**src/rtl/bp_be_pkg.sv**
```systemverilog
// Shared back-end definitions for the dual FE queue: pointer layout and the
// minimum number of free slots the queue must have before it accepts entries.
package bp_be_pkg;

    localparam int fe_queue_min_free_gp  = 2;
    localparam int fe_queue_els_gp       = 16;
    localparam int fe_queue_idx_width_gp = $clog2(fe_queue_els_gp);

    typedef struct packed {
        logic                             wrap;
        logic [fe_queue_idx_width_gp-1:0] idx;
    } bp_be_fe_queue_ptr_s;

endpackage

```
**src/rtl/bp_be_dual_fe_queue_mem.sv**
```systemverilog
// Storage for the dual FE queue: els_p entries, two write ports, two read ports.
// Write port 2 only fires when the second entry is valid.
module bp_be_dual_fe_queue_mem
    import bp_be_pkg::*;
#(
    parameter  int els_p         = fe_queue_els_gp,
    parameter  int entry_width_p = 128,
    localparam int idx_width_lp  = $clog2(els_p)
) (
    input  logic                     clk_i,
    input  logic                     w1_v_i,
    input  logic [idx_width_lp-1:0]  w1_idx_i,
    input  logic [entry_width_p-1:0] w1_data_i,
    input  logic                     w2_v_i,
    input  logic [idx_width_lp-1:0]  w2_idx_i,
    input  logic [entry_width_p-1:0] w2_data_i,
    input  logic [idx_width_lp-1:0]  r1_idx_i,
    input  logic [idx_width_lp-1:0]  r2_idx_i,
    output logic [entry_width_p-1:0] r1_data_o,
    output logic [entry_width_p-1:0] r2_data_o
);

    logic [entry_width_p-1:0] mem_q [els_p];

    // Contents are deliberately not reset; the pointers define what is valid.
    always_ff @(posedge clk_i) begin
        if (w1_v_i) mem_q[w1_idx_i] <= w1_data_i;
        if (w2_v_i) mem_q[w2_idx_i] <= w2_data_i;
    end

    assign r1_data_o = mem_q[r1_idx_i];
    assign r2_data_o = mem_q[r2_idx_i];

endmodule

```
**src/rtl/bp_be_dual_fe_queue.sv**
```systemverilog
// Speculative dual-ported FE queue with write/read/commit pointers over one ring.
// Optional perf counters are built only with BP_BE_DUAL_FE_QUEUE_PERF_EN defined.
module bp_be_dual_fe_queue
    import bp_be_pkg::*;
#(
    parameter  int els_p         = fe_queue_els_gp,
    parameter  int entry_width_p = 128,
    localparam int ptr_width_lp  = $clog2(els_p) + 1
) (
    input  logic                     clk_i,
    input  logic                     reset_i,
    input  logic [entry_width_p-1:0] fe_queue1_i,
    input  logic [entry_width_p-1:0] fe_queue2_i,
    input  logic                     fe_queue_v1_i,
    input  logic                     fe_queue_v2_i,
    output logic                     fe_queue_ready_o,
    output logic [entry_width_p-1:0] fe_queue1_o,
    output logic [entry_width_p-1:0] fe_queue2_o,
    output logic                     fe_queue_v1_o,
    output logic                     fe_queue_v2_o,
    input  logic [1:0]               yumi_cnt_i,
    input  logic                     deq_v_i,
    input  logic                     roll_v_i,
    input  logic                     clr_v_i,
    output logic [31:0]              stall_cnt_o,
    output logic [ptr_width_lp-1:0]  hwm_o
);

    localparam int idx_width_lp = ptr_width_lp - 1;
    localparam logic [ptr_width_lp-1:0] max_occ_lp = ptr_width_lp'(els_p - fe_queue_min_free_gp);

    logic [ptr_width_lp-1:0] wptr_q, wptr_d, rptr_q, rptr_d, cptr_q, cptr_d;
    logic [ptr_width_lp-1:0] occ, unissued;
    logic                    ready, enq_v, enq2_v;

    assign occ      = wptr_q - cptr_q;
    assign unissued = wptr_q - rptr_q;
    // A single-slot hole is never offered, so ready means room for a full pair.
    assign ready    = (occ <= max_occ_lp);
    assign enq_v    = fe_queue_v1_i & ready & ~clr_v_i;
    assign enq2_v   = enq_v & fe_queue_v2_i;

    always_comb begin
        cptr_d = cptr_q + ptr_width_lp'(deq_v_i);
        wptr_d = wptr_q + ptr_width_lp'(enq_v) + ptr_width_lp'(enq2_v);
        rptr_d = rptr_q + ptr_width_lp'(yumi_cnt_i);
        if (clr_v_i) begin
            wptr_d = cptr_d;
            rptr_d = cptr_d;
        end else if (roll_v_i) begin
            rptr_d = cptr_d;
        end
    end

    always_ff @(posedge clk_i) begin
        if (reset_i) begin
            wptr_q <= '0;
            rptr_q <= '0;
            cptr_q <= '0;
        end else begin
            wptr_q <= wptr_d;
            rptr_q <= rptr_d;
            cptr_q <= cptr_d;
        end
    end

    bp_be_dual_fe_queue_mem #(
        .els_p        (els_p),
        .entry_width_p(entry_width_p)
    ) mem (
        .clk_i    (clk_i),
        .w1_v_i   (enq_v),
        .w1_idx_i (wptr_q[idx_width_lp-1:0]),
        .w1_data_i(fe_queue1_i),
        .w2_v_i   (enq2_v),
        .w2_idx_i (wptr_q[idx_width_lp-1:0] + idx_width_lp'(1)),
        .w2_data_i(fe_queue2_i),
        .r1_idx_i (rptr_q[idx_width_lp-1:0]),
        .r2_idx_i (rptr_q[idx_width_lp-1:0] + idx_width_lp'(1)),
        .r1_data_o(fe_queue1_o),
        .r2_data_o(fe_queue2_o)
    );

    assign fe_queue_ready_o = reset_i | ready;
    assign fe_queue_v1_o    = ~reset_i & (unissued != '0);
    assign fe_queue_v2_o    = ~reset_i & (unissued > ptr_width_lp'(1));

`ifdef BP_BE_DUAL_FE_QUEUE_PERF_EN
    logic [31:0]             stall_q;
    logic [ptr_width_lp-1:0] hwm_q;

    always_ff @(posedge clk_i) begin
        if (reset_i) begin
            stall_q <= '0;
            hwm_q   <= '0;
        end else begin
            if (fe_queue_v1_i & ~ready & ~(&stall_q)) stall_q <= stall_q + 32'd1;
            if (occ > hwm_q) hwm_q <= occ;
        end
    end

    assign stall_cnt_o = reset_i ? '0 : stall_q;
    assign hwm_o       = reset_i ? '0 : hwm_q;
`else
    assign stall_cnt_o = '0;
    assign hwm_o       = '0;
`endif

    a_v2_needs_v1: assert property (@(posedge clk_i) disable iff (reset_i)
        fe_queue_v2_i |-> fe_queue_v1_i);
    a_yumi_legal: assert property (@(posedge clk_i) disable iff (reset_i)
        yumi_cnt_i <= (2'(fe_queue_v1_o) + 2'(fe_queue_v2_o)));
    a_deq_legal: assert property (@(posedge clk_i) disable iff (reset_i)
        deq_v_i |-> (cptr_q != rptr_q));

endmodule

```
**config.mk**
```make
export PLATFORM = sky130hd
export DESIGN_NAME = bp_be_dual_fe_queue
export DESIGN_NICKNAME = d
export VERILOG_FILES = /design/src/rtl/bp_be_pkg.sv /design/src/rtl/bp_be_dual_fe_queue_mem.sv /design/src/rtl/bp_be_dual_fe_queue.sv
export SDC_FILE = /design/constraint.sdc
export NUM_CORES = 2
export LEC_CHECK = 0
export CORE_AREA = 2 2 499 501
export CTS_CLUSTER_DIAMETER = 30
export DETAILED_ROUTE_END_ITERATION = 16
export DIE_AREA = 0 0 501 503
export PLACE_DENSITY = 0.7
export SYNTH_ARGS = -nofsm -noshare
export SYNTH_HDL_FRONTEND = slang
export SYNTH_SLANG_ARGS = --single-unit
```
**constraint.sdc**
```tcl
create_clock -name clk_i -period 17.6 [get_ports clk_i]
set_input_delay 3.52 -clock clk_i [delete_from_list [all_inputs] [get_ports clk_i]]
set_output_delay 3.52 -clock clk_i [all_outputs]
set_load 0.02 [all_outputs]
```
==> run_results.csv <==
group,metric,value,unit
sta,skew,79.2,ps
drt,vias,75800,
worst_setup_path,critPathKind,"reg -> out",
global_routing,grt_use_met1,41.1,%
global_routing,antenna_found_initial,88,
worst_setup_path,worst_r2r_path_depth,10,
global_routing,grt.met2_usage,50.8,%
floorplan,rows,183,
synth,seq_area_frac_synth,50.2,%
synth,synth_edf_count,2048,
power_and_ir_drop,p_per_area,112,nW/um2
worst_setup_path,cp.required,14080,ps
clock_network,clock-sinks,2063,
worst_setup_path,crit_slowest_cell,"dfxtp_4",
synth,postSynthCellCount,7088,
synth,ys_ff_latch,2063,
worst_setup_path,cpMostUsedCell,"buf_4",
layout,area_growth,18.0,%
worst_setup_path,end_kind,"output port",
synth,synth.top_cell.area_share,50.0,%
sta,hold_slack,589,ps
min_path,hold_path_class,"reg -> reg",
drt,drc,0,
global_routing,busiest_layer,"met2",
clock_network,cts_buffers,468,
worst_setup_path,crit_path_max_incr_delay,970,ps
placement,pre_cts_ws,8090,ps
clock_network,cts_tree,"built",
floorplan,die_h,503,um
layout,instances_no_fill,11100,
clock_network,cts_resized,0,
power_and_ir_drop,p_leak,50.8,nW
sta,setup_tns,0,ps
worst_setup_path,worst-r2r-setup-slack,10690,ps
layout,fin_nets,7692,
floorplan,pin_count,561,
drt,routed_wl,406,mm
layout,fin_util,58.8,%
global_routing,grt_pass1_wl,576,mm
synth,async_flop_share,0,%
synth,synth_most_common_cell,"edfxtp_1",
run,max_cap_viol_count,0,
worst_setup_path,cp_max_fo,62,
power_and_ir_drop,ir_drop,99.8,uV
sta,maxSlewHeadroom,17.0,%
synth,ys.flop_type,"edfxtp_1",
clock_network,worstSkewPairLatency,1050,ps
drt,drt_first_iter_violations,9588,
placement,dpl.cell_count,10200,
clock_network,root_buffer,"clkbuf_16",
drt,wire_per_inst,36.7,um
run_status,status,"finished clean",
placement,io_buffer_count,523,
synth,synth_warnings,0,
worst_setup_path,cp_cell_sequence,"ha_4 > buf_4 > buf_4 > buf_4 > mux4_2 > mux4_2 > clkdlybuf4s50_1",
synth,yosysUniqueCellTypes,45,
placement,place_congestion,0.840,
sta,min_period_over_period,59.9,%
sta,fin_ws,7060,ps
clock_network,ctsHoldBuffers,0,
synth,synth_common_cells,"2,048 x edfxtp_1, 1,208 x mux2_1, 1,144 x mux4_2, 840 x mux2_4, 517 x nand2_1",
sta,rsz0062_at_grt,"no",
drt,avgViaCountPerCell,6.86,
global_routing,grt_start_max_net_pins,132,
drt,drtAntennaViolNets,0,
clock_network,htree_levels,5,
layout,n_fill_cell,18000,
global_routing,grt.total_usage,31.9,%
clock_network,cts_setup_buffers,0,
worst_setup_path,start_kind,"flip-flop",
synth,mappedNetlistArea,123000,um2
synth,synth_top_area_cell,"edfxtp_1",
sta,fmax,0.0949,GHz
placement,dp_hpwl,217,mm
sta,period_minus_slack,10540,ps
sta,setup_violations,0,
clock_network,cts_buffer_depth,4,
min_path,min_delay_path_depth,2,
floorplan,core,247000,um2
drt,first_pass_iters,6,
sta,maxSlewViolCount,0,
floorplan,die_area,252000,um2
worst_setup_path,cp.arrival,7020,ps
sta,worst_pin_slew,1240,ps
layout,post_route_cells_drive_above_1_share,37.4,%
floorplan,start_util,49.8,%
global_routing,overflow,0,
sta,finalHoldViolCount,0,
floorplan,die_x,501,um
synth,yosys-top-cells-area,"edfxtp_1 50%, mux4_2 21%, mux2_1 11%",
clock_network,path_clk_slew,40,ps
synth,avgSynthCellArea,17.4,um2
global_routing,met3_usage,8.17,%
global_routing,grt_pass1_vias,76900,
-- state kept, by name, summed over array words and instances (netlist names) --
name / count
rptr_q: 5
mem.mem_q: 2048
cptr_q: 5
wptr_q: 5
-- kinds of logic after synthesis --
group | Yosys count | share of synthesized area (%)
mux | 3202 | 42.3
flops | 2063 | 50.2
buf+inv | 884 | 3.55
simple gates | 732 | 2.64
compound gates | 168 | 0.855
xor+xnor | 20 | 0.142
fa+ha+maj | 18 | 0.208
other cells | 1 | 0.00305
-- critical path, delay by kind of cell, from the launching register on --
family                     cells  cell delay [ps]
adders and majority gates      1              910
buffers and inverters          4             2930
DFF                            1              970
muxes                          2             1030
-- power by group --
part           switching (W)  leakage, nW  internal (W)
clock                0.00283         7.39       0.00564
sequential         0.0000440         18.6       0.00549
combinational        0.00120         24.8       0.00111
-- final timing paths --
kind | startpoint | end
max reg2reg | wptr_q[1]$_SDFF_PP0_ | mem.mem_q[2][43]$_DFFE_PP_
min | rptr_q[4]$_SDFF_PP0_ | rptr_q[4]$_SDFF_PP0_
max | rptr_q[1]$_SDFF_PP0_ | fe_queue2_o[50]
min reg2reg | rptr_q[4]$_SDFF_PP0_ | rptr_q[4]$_SDFF_PP0_
-- layer usage --
metal	vias to the layer above	wire, um
met2	4867	193000
met5	-	531
li1	29800	-
met3	968	44700
met1	40200	149000
met4	82	18400
-- cell usage in the layout, fill, tap and decap left out, types with 5 or more instances in the layout --
cell	synthesis	layout
and3_1	128	128
nor2b_1	6	5
clkinvlp_4	0	47
xnor2_1	12	10
bufinv_16	0	52
conb_1	1	37
nor2_1	25	23
clkinv_4	0	35
clkdlybuf4s50_1	0	523
diode_2	0	44
a211oi_1	5	5
inv_1	11	10
buf_4	37	146
mux2_4	840	840
a22oi_1	8	8
buf_12	0	16
or4_4	7	13
xor2_1	8	8
o21ai_1	8	8
clkbuf_16	0	474
edfxtp_1	2048	2048
clkbuf_1	501	45
dfxtp_1	15	11
inv_6	0	39
nand3_1	9	9
a21oi_1	11	11
nor3_2	0	5
mux4_2	1144	1144
nor4_2	0	11
a31oi_1	129	129
clkinv_2	0	68
nand2_1	517	517
mux2_1	1208	1208
ha_1	14	13
clkinv_1	0	74
mux2i_1	10	10
-- area by class of cell --
class                           instances  area (um2)  area share [%]
Sequential cell                      2063       61800            42.6
Inverter                               14        75.1          0.0517
Antenna cell                           44         110          0.0759
Multi-Input combinational cell       4177       57100            39.4
Clock buffer                          520       12000            8.30
Tap cell                             3237        4050            2.79
Clock inverter                        321        3290            2.27
Timing Repair Buffer                  685        6650            4.58
-- stage by stage --
step	total power [W]	cell area, um2
6_report	0.0163	145000
3_5_place_dp	0.00791	130000
2_1_floorplan	0.00711	123000
3_3_place_gp	0.00788	130000
5_1_grt	0.0167	145000
4_1_cts	0.0163	145000
Power figures use the tool's default switching activity.
